## src/rtl/ucaspian_mc_router.sv

```systemverilog
// rtl/ucaspian_mc_router.sv - host byte stream to per-core packet router with round-robin TX merge
module ucaspian_mc_router #(
    parameter int NUM_CORES = 4
) (
    input  logic                   sys_clk,
    input  logic                   reset,
    input  logic [7:0]             read_data,
    input  logic                   read_vld,
    output logic                   read_rdy,
    output logic [7:0]             write_data,
    output logic                   write_vld,
    input  logic                   write_rdy,
    output logic [8*NUM_CORES-1:0] core_rx_data,
    output logic [NUM_CORES-1:0]   core_rx_vld,
    input  logic [NUM_CORES-1:0]   core_rx_rdy,
    input  logic [8*NUM_CORES-1:0] core_tx_data,
    input  logic [NUM_CORES-1:0]   core_tx_vld,
    input  logic [NUM_CORES-1:0]   core_tx_last,
    output logic [NUM_CORES-1:0]   core_tx_rdy,
    output logic [7:0]             drop_count,
    output logic                   led_busy
);
    typedef enum logic [1:0] {R_HDR, R_LEN, R_PAY, R_DROP} rx_state_t;
    typedef enum logic [1:0] {T_IDLE, T_HDR, T_BODY} tx_state_t;

    localparam logic [4:0] NC        = 5'(NUM_CORES);
    localparam logic [3:0] LAST_CORE = 4'(NUM_CORES - 1);

    rx_state_t rx_state_q, rx_state_d;
    logic [3:0] sel_q, sel_d;
    logic [7:0] remain_q, remain_d;
    logic [7:0] drop_count_q, drop_count_d;

    tx_state_t tx_state_q, tx_state_d;
    logic [3:0] grant_q, grant_d;
    logic [3:0] last_grant_q, last_grant_d;

    logic                 rx_rdy, sel_rdy;
    logic [NUM_CORES-1:0] rx_vld;
    logic                 wr_vld;
    logic [7:0]           wr_data;
    logic [NUM_CORES-1:0] tx_rdy;
    logic [7:0]           body_data;
    logic                 body_vld, body_last;
    logic [4:0]           cand;
    logic [3:0]           pick;
    logic                 pick_vld;

    always_comb begin
        rx_state_d   = rx_state_q;
        sel_d        = sel_q;
        remain_d     = remain_q;
        drop_count_d = drop_count_q;
        rx_rdy       = 1'b0;
        rx_vld       = '0;
        sel_rdy      = 1'b0;
        for (int i = 0; i < NUM_CORES; i++)
            if (sel_q == 4'(i)) sel_rdy = core_rx_rdy[i];
        case (rx_state_q)
            R_HDR: begin
                rx_rdy = 1'b1;
                if (read_vld) begin
                    sel_d      = read_data[3:0];
                    rx_state_d = R_LEN;
                end
            end
            R_LEN: begin
                rx_rdy = 1'b1;
                if (read_vld) begin
                    remain_d = read_data;
                    if (read_data == 8'd0) begin
                        rx_state_d = R_HDR;
                    end else if ({1'b0, sel_q} >= NC) begin
                        rx_state_d = R_DROP;
                        if (drop_count_q != 8'hFF) drop_count_d = drop_count_q + 8'd1;
                    end else begin
                        rx_state_d = R_PAY;
                    end
                end
            end
            R_PAY: begin
                rx_rdy = sel_rdy;
                for (int i = 0; i < NUM_CORES; i++)
                    rx_vld[i] = read_vld && (sel_q == 4'(i));
                if (read_vld && sel_rdy) begin
                    remain_d = remain_q - 8'd1;
                    if (remain_q == 8'd1) rx_state_d = R_HDR;
                end
            end
            R_DROP: begin
                rx_rdy = 1'b1;
                if (read_vld) begin
                    remain_d = remain_q - 8'd1;
                    if (remain_q == 8'd1) rx_state_d = R_HDR;
                end
            end
            default: rx_state_d = R_HDR;
        endcase
    end

    // Round-robin search: walk distances NUM_CORES..1 so the nearest requester after last_grant wins.
    always_comb begin
        cand     = '0;
        pick     = '0;
        pick_vld = 1'b0;
        for (int k = NUM_CORES; k >= 1; k--) begin
            cand = {1'b0, last_grant_q} + 5'(k);
            if (cand >= NC) cand = cand - NC;
            for (int j = 0; j < NUM_CORES; j++)
                if (core_tx_vld[j] && cand == 5'(j)) begin
                    pick     = 4'(j);
                    pick_vld = 1'b1;
                end
        end
    end

    always_comb begin
        body_data = '0;
        body_vld  = 1'b0;
        body_last = 1'b0;
        for (int j = 0; j < NUM_CORES; j++)
            if (grant_q == 4'(j)) begin
                body_data = core_tx_data[8*j +: 8];
                body_vld  = core_tx_vld[j];
                body_last = core_tx_last[j];
            end
    end

    always_comb begin
        tx_state_d   = tx_state_q;
        grant_d      = grant_q;
        last_grant_d = last_grant_q;
        wr_vld       = 1'b0;
        wr_data      = '0;
        tx_rdy       = '0;
        case (tx_state_q)
            T_IDLE: begin
                if (pick_vld) begin
                    grant_d    = pick;
                    tx_state_d = T_HDR;
                end
            end
            T_HDR: begin
                wr_vld  = 1'b1;
                wr_data = {4'hA, grant_q};
                if (write_rdy) tx_state_d = T_BODY;
            end
            T_BODY: begin
                wr_vld  = body_vld;
                wr_data = body_data;
                for (int j = 0; j < NUM_CORES; j++)
                    tx_rdy[j] = write_rdy && (grant_q == 4'(j));
                if (body_vld && write_rdy && body_last) begin
                    last_grant_d = grant_q;
                    tx_state_d   = T_IDLE;
                end
            end
            default: tx_state_d = T_IDLE;
        endcase
    end

    always_ff @(posedge sys_clk) begin
        if (reset) begin
            rx_state_q   <= R_HDR;
            sel_q        <= '0;
            remain_q     <= '0;
            drop_count_q <= '0;
            tx_state_q   <= T_IDLE;
            grant_q      <= '0;
            last_grant_q <= LAST_CORE;
        end else begin
            rx_state_q   <= rx_state_d;
            sel_q        <= sel_d;
            remain_q     <= remain_d;
            drop_count_q <= drop_count_d;
            tx_state_q   <= tx_state_d;
            grant_q      <= grant_d;
            last_grant_q <= last_grant_d;
        end
    end

    // Handshake outputs are forced quiet while reset is held, regardless of the pre-reset state.
    assign read_rdy     = rx_rdy & ~reset;
    assign core_rx_vld  = reset ? '0 : rx_vld;
    assign core_rx_data = {NUM_CORES{read_data}};
    assign write_vld    = wr_vld & ~reset;
    assign write_data   = reset ? 8'h00 : wr_data;
    assign core_tx_rdy  = reset ? '0 : tx_rdy;
    assign drop_count   = drop_count_q;
    assign led_busy     = ~reset & ((rx_state_q != R_HDR) | (tx_state_q != T_IDLE));
endmodule
```

## config.mk

```make
export PLATFORM = sky130hd
export DESIGN_NAME = ucaspian_mc_router
export DESIGN_NICKNAME = d
export VERILOG_FILES = /design/src/rtl/ucaspian_mc_router.sv
export SDC_FILE = /design/constraint.sdc
export NUM_CORES = 1
export LEC_CHECK = 0
export CORE_MARGIN = 4
export CORE_UTILIZATION = 39
export CTS_BUF_LIST = sky130_fd_sc_hd__clkbuf_8
export DETAILED_ROUTE_END_ITERATION = 7
export GPL_TIMING_DRIVEN = 0
export PLACE_DENSITY = 0.79
export SYNTH_ARGS = -nofsm -noshare
export SYNTH_HDL_FRONTEND = slang
export SYNTH_SLANG_ARGS = --single-unit
```

## constraint.sdc

```tcl
create_clock -name sys_clk -period 1.6 [get_ports sys_clk]
set_input_delay 0.32 -clock sys_clk [delete_from_list [all_inputs] [get_ports sys_clk]]
set_output_delay 0.32 -clock sys_clk [all_outputs]
set_load 0.03 [all_outputs]
```

# After elaboration in Yosys (flattened, before gate mapping)
# Index checks and enable logic that the tools add are counted.
# totals
register_bits,32
in_bits,56
output_inout_bits,59
elab_cells,182
# op_classes
n_addsub,10
order_cmp,5
n_eq_ne,32
mux,75
bitwise_logic,6
n_reduce_logical,47
# op_table
operator,n
two-way mux 4 bit,18
two-way mux 8 bit,8
== test 5 x 2 -> 1 bit (second input constant),8
two-way mux 1 bit,30
logical AND 1 bit,27
case mux 8 bit (3 select lines),1
== test 5 x 1 -> 1 bit (second input constant),4
>= comparator 5 x 3 -> 1 bit (second input constant),4
logical NOT 5 bit,4
two-way mux 5 bit,4
subtractor 5 x 3 -> 5 bit (second input constant),4
two-way mux 2 bit,9
== test 4 x 2 -> 1 bit (second input constant),4
case mux 8 bit (2 select lines),1
inequality test 2 bit (second input constant),7
adder 4 x 2 -> 5 bit (second input constant),2
adder 8 x 1 -> 8 bit (second input constant),1
== test 4 x 1 -> 1 bit (second input constant),2
== test 8 x 1 -> 1 bit (second input constant),1
logical NOT 4 bit,2
logical NOT 8 bit,1
inequality test 8 bit (second input constant),1
case mux 2 bit (4 select lines),1
AND reduction 4 bit,2
18 further kinds,29

# Longest topological paths before layout
# logic_depth
ltp_word,23
depth_mapped,8
ltp_nobuf,7

# Worst setup path before layout
# No wires, ideal clock.
# synth_timing
path_kind,register -> output
startpoint,reg tx_state_q[0]
endpoint,out write_data[0]
t_arrival_ns,1.934
t_required_ns,1.280
path_slack_ns,-0.654
path_stages_with_launch,9
n_path_buf,1
cell_sequence,dfxtp_1 -> inv_1 -> ha_1 -> nor2b_1 -> clkbuf_1 -> nand2_1 -> a21oi_1 -> a21boi_0 -> o21ai_0
# synth_via
elab_chain_cells,3
word_cells_on_any_way,4
cone_classes,eq/ne (2); mux (2)
# synth_lines
element,line,source
from (decl),34,"tx_state_t tx_state_q, tx_state_d;"
from (signal assigned),176,tx_state_q <= tx_state_d;
== test 2 bit or == test 2 x 1 -> 1 bit (tied branches),136,case (tx_state_q)
case mux 8 bit (2 select lines) *,136,
two-way mux 8 bit *,187,assign write_data = reset ? 8'h00 : wr_data;
to (decl),10,"output logic [7:0] write_data,"
# Every way passes the cells marked *; elsewhere a longest branch is shown, timed or not.

# Worst setup path after layout
# layout_timing
startpoint,reg tx_state_q[0]
endpoint,out write_data[1]
# Same word-level chain as after synthesis.

==> impl_metrics.csv <==
group,metric,value,unit
pwr,leakagePower,2.022,nW
min_path,hold_class,"in2reg",
run_status,run_status,"finished, violations left",
routing,totalWireLength,11.03,mm
min_path,hp-start,"read_data[2]",
routing,firstDrtPassIters,5,
routing,route.detailed.drc,0,
min_path,holdPathEnd,"sel_q[2]$_SDFFE_PP0P_",
floorplan,dieHeight,87.10,µm
sta,hold_violations,0,
clocking,clk_pin_slew,120,ps
logic_synthesis,synth.net_count,356,
setup_path,r2r_start,"rx_state_q[0]$_SDFFE_PP0P_",
global_routing,grt_overflow,0,
cells_and_area,num-nets-final,522,
min_path,min_path_cells,3,
pwr,power.density,634.2,mW/mm²
logic_synthesis,ys_async_sr_fraction,0,%
cells_and_area,antenna_cells,0,
setup_path,crit_fanout,4,
global_routing,grt_max_degree,16,
cells_and_area,drive_gt1_share,53.59,%
sta,worst_pin_slew,636.4,ps
setup_path,worst_ep_required_time,1280,ps
routing,ant_nets,0,
cells_and_area,final_common_cell,"buf_4",
pwr,ir_drop,550.3,µV
setup_path,max_stage_delay,350,ps
clocking,htree_levels,1,
logic_synthesis,synth_edf_count,0,
clocking,clock_sinks,28,
clocking,cts_hold_buf,0,
global_routing,grt_pass1_vias,2941,
setup_path,cp.buffers_inverters,3,
cells_and_area,nFillCells,345,
floorplan,core,0.005991,mm²
floorplan,die_x,87.10,µm
floorplan,dieArea,0.007586,mm²
logic_synthesis,syn_area_per_cell,8.299,µm²
setup_path,path_delay_family,"buffers and inverters",
sta,layout_min_cycle_time,1993,ps
global_routing,grt_use_total,22.97,%
clocking,cts_root_buffer,"clkbuf_8",
setup_path,worstSetupEndpointType,"primary output",
placed_design,io_buffer_count,113,
sta,slew_violations,0,
sta,clock_skew,15.61,ps
global_routing,grt_first_pass_wirelength,14.15,mm
cells_and_area,design_area,0.004911,mm²
clocking,clkLatencyLatePin,290,ps
run_status,violations,"setup timing",
placed_design,placed_area,0.003909,mm²
setup_path,reg2regPathDepth,7,
setup_path,critPathSlowestCell,"dfxtp_2",
logic_synthesis,ys_seq_area_share,22.97,%
logic_synthesis,synth_flop_cell,"dfxtp_1",
placed_design,place.gp.congestion,0.7799,
placed_design,dpl.hpwl,5.585,mm
clocking,cts_buffer_depth,2,
routing,post_drt_wl_per_cell,20.66,µm
cells_and_area,syn_to_final_growth,101.3,%
floorplan,start_util,40.73,%
sta,holdWs,382.2,ps
job,cap_violations,0,
sta,worst_slack,-393.2,ps
setup_path,regToRegSetupSlack,-370,ps
logic_synthesis,ys_warn_count,0,
routing,viasPerCell,5.925,
floorplan,fp-row-count,28,
sta,finalSetupViolCount,41,
setup_path,critPathKind,"reg2out",
sta,rsz0062_at_grt,"true",
sta,fmax,0.5017,GHz
setup_path,r2r-end,"drop_count[5]$_SDFFE_PP0P_",
global_routing,antenna_found_initial,0,
setup_path,worstPathCellList,"inv_4 > ha_4 > nor2b_4 > buf_8 > nand2_4 > o21ai_1 > nand2_1 > o31ai_4 > buf_6",
logic_synthesis,syn-cell-area,0.002440,mm²
logic_synthesis,synth_cell_types,57,
logic_synthesis,synth_cells,294,
logic_synthesis,ys_ff_latch,28,
setup_path,worstPathArrival,1670,ps
sta,relSlewSlack,57.57,%
clocking,cts_tree,"built",
setup_path,start_kind,"flip-flop",
sta,post-route-period-util,124.6,%
routing,num_vias,3164,
clocking,cts_buffers,3,
routing,dr.first_iter.drc_count,243,
floorplan,ios,115,
cells_and_area,layout_common_cells,"66 x buf_4, 48 x dlygate4sd2_1, 39 x buf_6, 39 x clkdlybuf4s50_1, 17 x nor2_1",
per-layer routing:
metal  track usage (%)  share of wire (%)  up-vias
li1                  -                  -     1379
met1             25.40                 34     1481
met2             43.34                 50      235
met3             5.487                9.8       69
met4             6.276                6.4        0
met5                 0                  0        -
metrics by stage:
stage	worst slack [ps]	setup TNS, ps	power (W)	std cells	util [%]
finish	-393.2	-10610	0.003115	534	81.98
global placement	-1245	-39520	0.002110	482	65.25
detailed placement	-1266	-40740	0.002137	482	65.25
CTS	-384.9	-7069	0.002854	516	76.69
floorplan	-100.2	-779.4	0.001700	294	-
global route	-496.3	-12770	0.003230	534	81.98
cells by family after synthesis:
family / Yosys count / synth area share (%)
muxes: 27 / 15.69
buffers and inverters: 60 / 15.85
AOI/OAI and AO/OA: 57 / 15.90
and+or+nand+nor: 116 / 26.51
adders and majority gates: 6 / 3.077
DFF: 28 / 22.97
state kept, by name (all words and copies together), names as in the netlist:
name,count
drop_count,8
grant_q,2
tx_state_q,2
sel_q,4
rx_state_q,2
last_grant_q,2
remain_q,8
repair_timing:
item / in CTS / in global routing
pin swaps: 42 / 30
cloned: 0 / 1
endpoints found under the setup margin: 80 / 49
setup buffers: 33 / 20
gates resized for setup: 300 / 52
area by class of cell:
| class | count | area, µm² | area share, % |
|---|---|---|---|
| inverters | 9 | 38.79 | 0.7898 |
| clock inverters | 1 | 3.754 | 0.07643 |
| flip-flops and latches | 28 | 611.8 | 12.46 |
| repair buffers | 165 | 1590 | 32.38 |
| multi-input cells | 206 | 2127 | 43.31 |
| clock buffers | 3 | 41.29 | 0.8408 |
| well taps | 75 | 93.84 | 1.911 |
| plain buffers | 47 | 404.1 | 8.229 |
power by group:
part | leakage, nW | switching, W | internal [W] | total, W
combinational | 1.75 | 0.000952 | 0.000915 | 0.00187
clock | 0.0269 | 0.000249 | 0.000173 | 0.000422
sequential | 0.241 | 0.0000736 | 0.000751 | 0.000825
tightest hold or removal path: cells and delay by family:
kind	cells	cell delay (ps)
muxes	1	90
buffers and inverters	1	160
and+or+nand+nor	1	70
synthesized netlist by cell type, drive strengths merged (3+ instances only):
master	number	area (µm²)
nor3	11	71.32
a211oi	4	35.03
nand2	22	82.58
nor2b	14	87.58
o21ai	11	55.05
and4	3	26.28
nor3b	3	22.52
inv	7	26.28
mux2	7	82.57
nor2	22	90.09
ha	6	75.07
nand2b	6	45.04
o31ai	6	45.04
clkbuf	5	18.77
a21oi	16	83.83
mux2i	12	120.1
and3	4	25.02
nand3	13	65.06
nor4	6	37.54
buf	46	334.1
mux4	8	180.2
dfxtp	28	560.5
worst max-delay path by stage:
stage                          startpoint             end  cells past startpoint
6_report       tx_state_q[0]$_SDFFE_PP0P_   write_data[1]                      9
5_1_grt        tx_state_q[1]$_SDFFE_PP0P_   write_data[0]                      6
4_1_cts        tx_state_q[0]$_SDFFE_PP0P_   write_data[0]                      9
3_5_place_dp                     read_vld  core_rx_vld[2]                      7
3_3_place_gp                     read_vld  core_rx_vld[2]                      7
2_1_floorplan  tx_state_q[0]$_SDFFE_PP0P_   write_data[0]                      8
(Power assumes the default switching activity.)
